## src/rtl/reg_file_loader.sv

```systemverilog
// reg_file_loader
//   Loads an 8 x 3-bit register file one entry at a time from a bouncing
//   pushbutton. Each debounced press writes the switch value into the next
//   free entry (0..7). Once all eight entries are written the block reports
//   full and ignores further presses until cleared or reset.
//
// Ports
//   clk      in   system clock, all state changes on the rising edge
//   rst      in   asynchronous active-high reset
//   sw       in   [2:0] value written on a load
//   PB1      in   raw asynchronous load pushbutton, active-high
//   clr      in   synchronous clear of the register file and counters
//   rd_addr  in   [2:0] read address
//   rd_data  out  [2:0] combinational read of entry rd_addr
//   wr_count out  [3:0] number of entries written, 0..8
//   full     out  all eight entries written
//   done     out  one-cycle pulse when full first rises
//   led      out  [7:0] {full, wr_count, last written value}

module reg_file_loader #(
  parameter int DEBOUNCE_CYCLES = 16
) (
  input  logic       clk,
  input  logic       rst,
  input  logic [2:0] sw,
  input  logic       PB1,
  input  logic       clr,
  input  logic [2:0] rd_addr,
  output logic [2:0] rd_data,
  output logic [3:0] wr_count,
  output logic       full,
  output logic       done,
  output logic [7:0] led
);

  // The debounce counter only has to reach DEBOUNCE_CYCLES-1: the level
  // flips on the cycle that would have been the DEBOUNCE_CYCLES-th mismatch.
  localparam int CW = (DEBOUNCE_CYCLES > 2) ? $clog2(DEBOUNCE_CYCLES) : 1;
  localparam logic [CW-1:0] CNT_LAST = CW'(DEBOUNCE_CYCLES - 1);

  typedef enum logic {FILL, FULL} state_t;

  state_t        state_q, state_d;
  logic          sync1_q, sync1_d;
  logic          sync2_q, sync2_d;
  logic          deb_q, deb_d;
  logic          deb_prev_q, deb_prev_d;
  logic [CW-1:0] cnt_q, cnt_d;
  logic [3:0]    wr_count_q, wr_count_d;
  logic          full_q, full_d;
  logic          done_q, done_d;
  logic [2:0]    last_q, last_d;
  logic [2:0]    mem_q [8];
  logic [2:0]    mem_d [8];
  logic          load_pulse;

  // Synchroniser and debouncer. The counter runs only while the synchronised
  // level disagrees with the accepted level; any agreeing cycle zeroes it.
  always_comb begin
    sync1_d    = PB1;
    sync2_d    = sync1_q;
    deb_d      = deb_q;
    cnt_d      = '0;
    deb_prev_d = deb_q;
    if (sync2_q != deb_q) begin
      if (cnt_q == CNT_LAST) begin
        deb_d = sync2_q;
      end else begin
        cnt_d = cnt_q + 1'b1;
      end
    end
  end

  // Rising edge of the debounced level: one cycle wide however long PB1 is held.
  assign load_pulse = deb_q & ~deb_prev_q;

  // Fill control. Clear has priority over a coincident load; once FULL,
  // loads are ignored so wr_count cannot pass 8.
  always_comb begin
    state_d    = state_q;
    wr_count_d = wr_count_q;
    full_d     = full_q;
    done_d     = 1'b0;
    last_d     = last_q;
    mem_d      = mem_q;
    if (clr) begin
      state_d    = FILL;
      wr_count_d = '0;
      full_d     = 1'b0;
      last_d     = '0;
      for (int i = 0; i < 8; i++) begin
        mem_d[i] = '0;
      end
    end else if (state_q == FILL && load_pulse) begin
      mem_d[wr_count_q[2:0]] = sw;
      wr_count_d             = wr_count_q + 4'd1;
      last_d                 = sw;
      if (wr_count_q == 4'd7) begin
        state_d = FULL;
        full_d  = 1'b1;
        done_d  = 1'b1;
      end
    end
  end

  always_ff @(posedge clk or posedge rst) begin
    if (rst) begin
      state_q    <= FILL;
      sync1_q    <= 1'b0;
      sync2_q    <= 1'b0;
      deb_q      <= 1'b0;
      deb_prev_q <= 1'b0;
      cnt_q      <= '0;
      wr_count_q <= '0;
      full_q     <= 1'b0;
      done_q     <= 1'b0;
      last_q     <= '0;
      for (int i = 0; i < 8; i++) begin
        mem_q[i] <= '0;
      end
    end else begin
      state_q    <= state_d;
      sync1_q    <= sync1_d;
      sync2_q    <= sync2_d;
      deb_q      <= deb_d;
      deb_prev_q <= deb_prev_d;
      cnt_q      <= cnt_d;
      wr_count_q <= wr_count_d;
      full_q     <= full_d;
      done_q     <= done_d;
      last_q     <= last_d;
      for (int i = 0; i < 8; i++) begin
        mem_q[i] <= mem_d[i];
      end
    end
  end

  assign rd_data  = mem_q[rd_addr];
  assign wr_count = wr_count_q;
  assign full     = full_q;
  assign done     = done_q;
  assign led      = {full_q, wr_count_q, last_q};

endmodule

```

## config.mk

```make
export PLATFORM = sky130hd
export DESIGN_NAME = reg_file_loader
export DESIGN_NICKNAME = d
export VERILOG_FILES = /design/src/rtl/reg_file_loader.sv
export SDC_FILE = /design/constraint.sdc
export NUM_CORES = 1
export LEC_CHECK = 0
export ABC_AREA = 1
export CAP_MARGIN = 10
export CORE_MARGIN = 5
export CORE_UTILIZATION = 30
export CTS_CLUSTER_SIZE = 14
export DETAILED_ROUTE_END_ITERATION = 12
export MAX_ROUTING_LAYER = met4
export PLACE_DENSITY_LB_ADDON = 0.15
export SYNTH_ARGS = -nofsm -noshare
export SYNTH_HDL_FRONTEND = slang
export SYNTH_SLANG_ARGS = --single-unit
```

## constraint.sdc

```tcl
create_clock -name clk -period 1.5 [get_ports clk]
set_input_delay 0.15 -clock clk [delete_from_list [all_inputs] [get_ports clk]]
set_output_delay 0.15 -clock clk [all_outputs]
set_load 0.01 [all_outputs]
```

== Yosys cells after proc, flatten, opt, wreduce, memory -nomap -nowiden ==
Cells that the tools add are included.
Word-level totals
  logic and storage cells: 56
  bits in registers: 41
  output and inout bits: 17
  input port bits: 10
Operators by class
  add/sub/neg operators: 2
  magnitude comparators: 3
  equality and inequality tests: 3
  reductions and logical operators: 6
  mux-type cells: 20
  bitwise logic cells: 5
Operators with widths (count)
  2-to-1 mux 24 bit: 2
  bitwise mux 24 bit: 1
  2-to-1 mux 4 bit: 4
  2-to-1 mux 3 bit: 5
  binary-select mux 3 bit (select 3 bit): 1
  demux 3 bit (select 3 bit): 1
  adder 4 x 1 -> 4 bit, second input constant: 2
  greater-or-equal comparator 4 bit, second input constant: 2
  inverter 3 -> 4 bit: 2
  2-to-1 mux 1 bit: 6
  equality test 4 x 3 -> 1 bit, second input constant: 1
  equality test 4 bit, second input constant: 1
  less-than comparator 4 x 1 -> 1 bit, second input constant: 1
  AND reduction 2 bit: 2
  nonzero test 2 bit: 2
  logical AND 1 bit: 2
  inverter 1 bit: 2
  AND 1 bit: 1
  inequality test 1 bit: 1

== Longest topological paths before layout ==
  depth in word-level cells: 8
  gate-level depth with buffers: 7
  gate-level depth less buffers: 6

== Least setup slack after synthesis ==
Ideal clock, no wire load.
  path kind: reg2reg
  start point: register full (netlist name)
  end point: register mem_q[0] in the netlist's numbering
  stages on the path, launching flop included: 8
  clock period less this slack: 1.149 ns
  setup time: 0.116 ns
  required time: 1.384 ns
  setup slack: 0.351 ns
  path buffers: 1
  data arrival time: 1.032 ns
  cells stage by stage: dfrtp_1 > inv_1 > nand3b_4 > nand2_1 > buf_6 > nand2_1 > nand2_1 > nand2_1
RTL lines
  to (signal, indexed assignment): RTL line 133  | mem_q[i] <= mem_d[i];
  to (decl): RTL line 53  | logic [2:0] mem_q [8];

== Worst setup path in the final report ==
  start point: register wr_count_q[0] (netlist: wr_count[0])
  end point: output led[3]
RTL lines
  from (decl): RTL line 49  | logic [3:0] wr_count_q, wr_count_d;
  from (signal assigned): RTL line 128  | wr_count_q <= wr_count_d;
  to (decl): RTL line 33  | output logic [7:0] led
No word-level cell between the ends.

==> run_results.csv <==
group,metric,value,unit
outcome,outcome,"finished clean",
place,routabilityCongestion,0.7293,
routing,firstDrtPassIters,4,
finish,areaGrowthSynthToFinish,27.98,%
routing,vias_per_cell,4.114,
worst_setup_path,cp_num_buf_inv,1,
worst_setup_path,slowest_stage,"clkdlybuf4s50_1",
yosys,yosysSeqAreaShare,0.4861,
hold_path,worstHoldPathType,"in -> async",
timing,finClkSkew,0.004839,ns
global_route,antenna_found_initial,0,
finish,fin_nets,346,
cts,root_buffer,"clkbuf_8",
routing,drc,0,
finish,antenna-diode-count,0,
timing,final-hold-violation-count,0,
worst_setup_path,cp_slowest_stage_delay,0.56,ns
timing,tightest_slew,0.3228,ns
worst_setup_path,worstSetupPathDepth,1,
floorplan,die_y,93.88,um
pwr,totalPowerFinal,2.044,mW
cts,h-tree-depth,2,
place,place_inst,414,
timing,max_freq,0.6960,GHz
floorplan,rows,30,
floorplan,start_util,0.3090,
worst_setup_path,r2r_cells,7,
cts,clock_latency,0.29,ns
routing,wl_met3,203,um
run,maxCapViolCount,0,
global_route,grt_use_total,0.1280,
pwr,leakage,1.465,nW
yosys,yosys_warnings,0,
finish,layout_common_cells,"nand2_1, inv_1, dfrtp_1",
global_route,first_global_vias,1850,
routing,wl_met1,2479,um
cts,clkTransAtPathRegs,0.08,ns
place,io_buffers,26,
worst_setup_path,reg2reg_from,"full",
timing,rsz0062_at_grt,"false",
worst_setup_path,startpoint,"wr_count[0]",
finish,final_common_cell,"nand2_1",
worst_setup_path,cp_cell_sequence,"clkdlybuf4s50_1",
worst_setup_path,cp-start-kind,"register",
routing,ant_nets,0,
timing,hold_slack,0.1963,ns
finish,final_cells,431,
global_route,grt_max_degree,42,
global_route,grt_pass1_wl,8763,um
worst_setup_path,r2r-end,"mem_q[4]",
yosys,ys_types,20,
worst_setup_path,worstSetupEndpointType,"output port",
timing,final-setup-viol-count,0,
cts,clockBufferDepth,2,
timing,fin_crit_sh,0.9578,
routing,dr_total_vias,1773,
yosys,syn_avg_cell_area,7.204,sq um
finish,nFillCells,729,
timing,period_needed,1.437,ns
yosys,netlist_area,2111,sq um
timing,fin_tns_setup,0,ns
worst_setup_path,path_class,"reg -> out",
worst_setup_path,worst_ep_required_time,1.35,ns
worst_setup_path,critPathCapture,"led[3]",
finish,drive_gt1_frac,0.1164,
routing,post_drt_wl_per_cell,11.05,um
routing,drtIter0Drc,85,
worst_setup_path,crit_fanout,7,
worst_setup_path,ff2ff_setup_slack,0.24,ns
floorplan,die_w,93.88,um
cts,numCtsBuffers,5,
floorplan,core,6832,sq um
timing,slew_viol_final,0,
place,dp_hpwl,3404,um
pwr,peakVddDrop,0.3485,mV
yosys,synthCells,293,
routing,routed_wl,4764,um
timing,relSlewSlack,0.7840,
yosys,syn-num-nets,305,
cts,holdBufCountCts,0,
cts,cts_tree,"done",
worst_setup_path,crit_family,"buffers and inverters",
global_route,gr-total-overflow,0,
yosys,synth-seq-cells,41,
worst_setup_path,cp.arrival,1.29,ns
floorplan,pin_count,27,
routing,wl_met2,2005,um
cts,cts_sinks,41,
pwr,cellPowerDensity,756.6,nW/um^2
routing,top_layer,"met4",
floorplan,die_area,8813,sq um
metrics by stage:
stage / worst slack, ns / instance area [sq um] / utilization
after floorplan: 0.3512 / 2111 / -
after global placement: -0.3228 / 2552 / 0.3736
after detailed placement: -0.3365 / 2552 / 0.3736
after CTS: 0.002619 / 2665 / 0.3901
after global routing: 0.0006348 / 2701 / 0.3954
final: 0.06323 / 2701 / 0.3954
routing by layer:
metal  vias up  track usage
met4         0      0.04091
li1        955            -
met5         -            -
met1       774       0.1692
met3         7      0.03365
met2        37       0.1916
worst reg2reg max path, stage by stage, from the launching register on:
cell and delay, ns:
dfrtp_1 0.41, inv_1 0.12, nand3b_4 0.13, nand2_1 0.15, buf_12 0.14, nand2_1 0.10
nand2_1 0.07, nand2_1 0.05
worst min path at each step:
stage / cells after the start / end
after floorplan: 0 / sync1_q
after global placement: 0 / sync2_q
after detailed placement: 0 / sync2_q
after CTS: 3 / cnt_q[0]
after global routing: 3 / cnt_q[0]
final: 3 / cnt_q[0]
flip-flops by register name, summed over array words and instances, names as in the netlist:
| register | cells |
|---|---|
| deb_prev_q | 1 |
| mem_q | 24 |
| full | 1 |
| done | 1 |
| deb_prev_d | 1 |
| sync1_q | 1 |
| sync2_q | 1 |
| last_q | 3 |
| wr_count | 4 |
| cnt_q | 4 |
cell families after synthesis:
| logic type | after synthesis | synth area share |
|---|---|---|
| DFF | 41 | 0.4861 |
| and+or+nand+nor | 186 | 0.3634 |
| buffers and inverters | 55 | 0.1126 |
| adders and majority gates | 2 | 0.01185 |
| xor gates and xnor gates | 2 | 0.008300 |
| AOI/OAI and AO/OA | 7 | 0.01778 |
timing repair:
item,CTS,global route
resized for setup,10,9
endpoints found under the setup margin,9,5
buffers inserted,2,6
gates cloned,1,0
where the power goes:
| group | internal [mW] | total (mW) | switching, mW |
|---|---|---|---|
| logic | 0.0859 | 0.198 | 0.112 |
| registers | 1.12 | 1.13 | 0.00853 |
| clock network | 0.328 | 0.717 | 0.390 |
Yosys cell counts, drive strengths merged:
cell    number  area (sq um)
a21oi        1         5.000
o21a         1         7.510
inv         45         168.9
nand2b       1         6.260
xnor2        1         8.760
nand3       28         140.1
nand4        2         12.51
o21ai        5         25.02
nor3         2         10.01
nor2        11         48.80
nand2      141         529.3
ha           2         25.02
nand3b       1         20.02
dfrtp       41          1026
xor2         1         8.760
buf         10         68.82
cell type report:
cell class	instances	area [sq um]	area share
inverter	45	168.9	0.06253
tap	96	120.1	0.04446
multi-input combinational	197	847.1	0.3136
sequential	41	1030	0.3812
clock inverter	2	15.01	0.005558
timing repair buffer	44	447.9	0.1658
clock buffer	6	72.57	0.02686
Power figures use the tool's default switching activity.
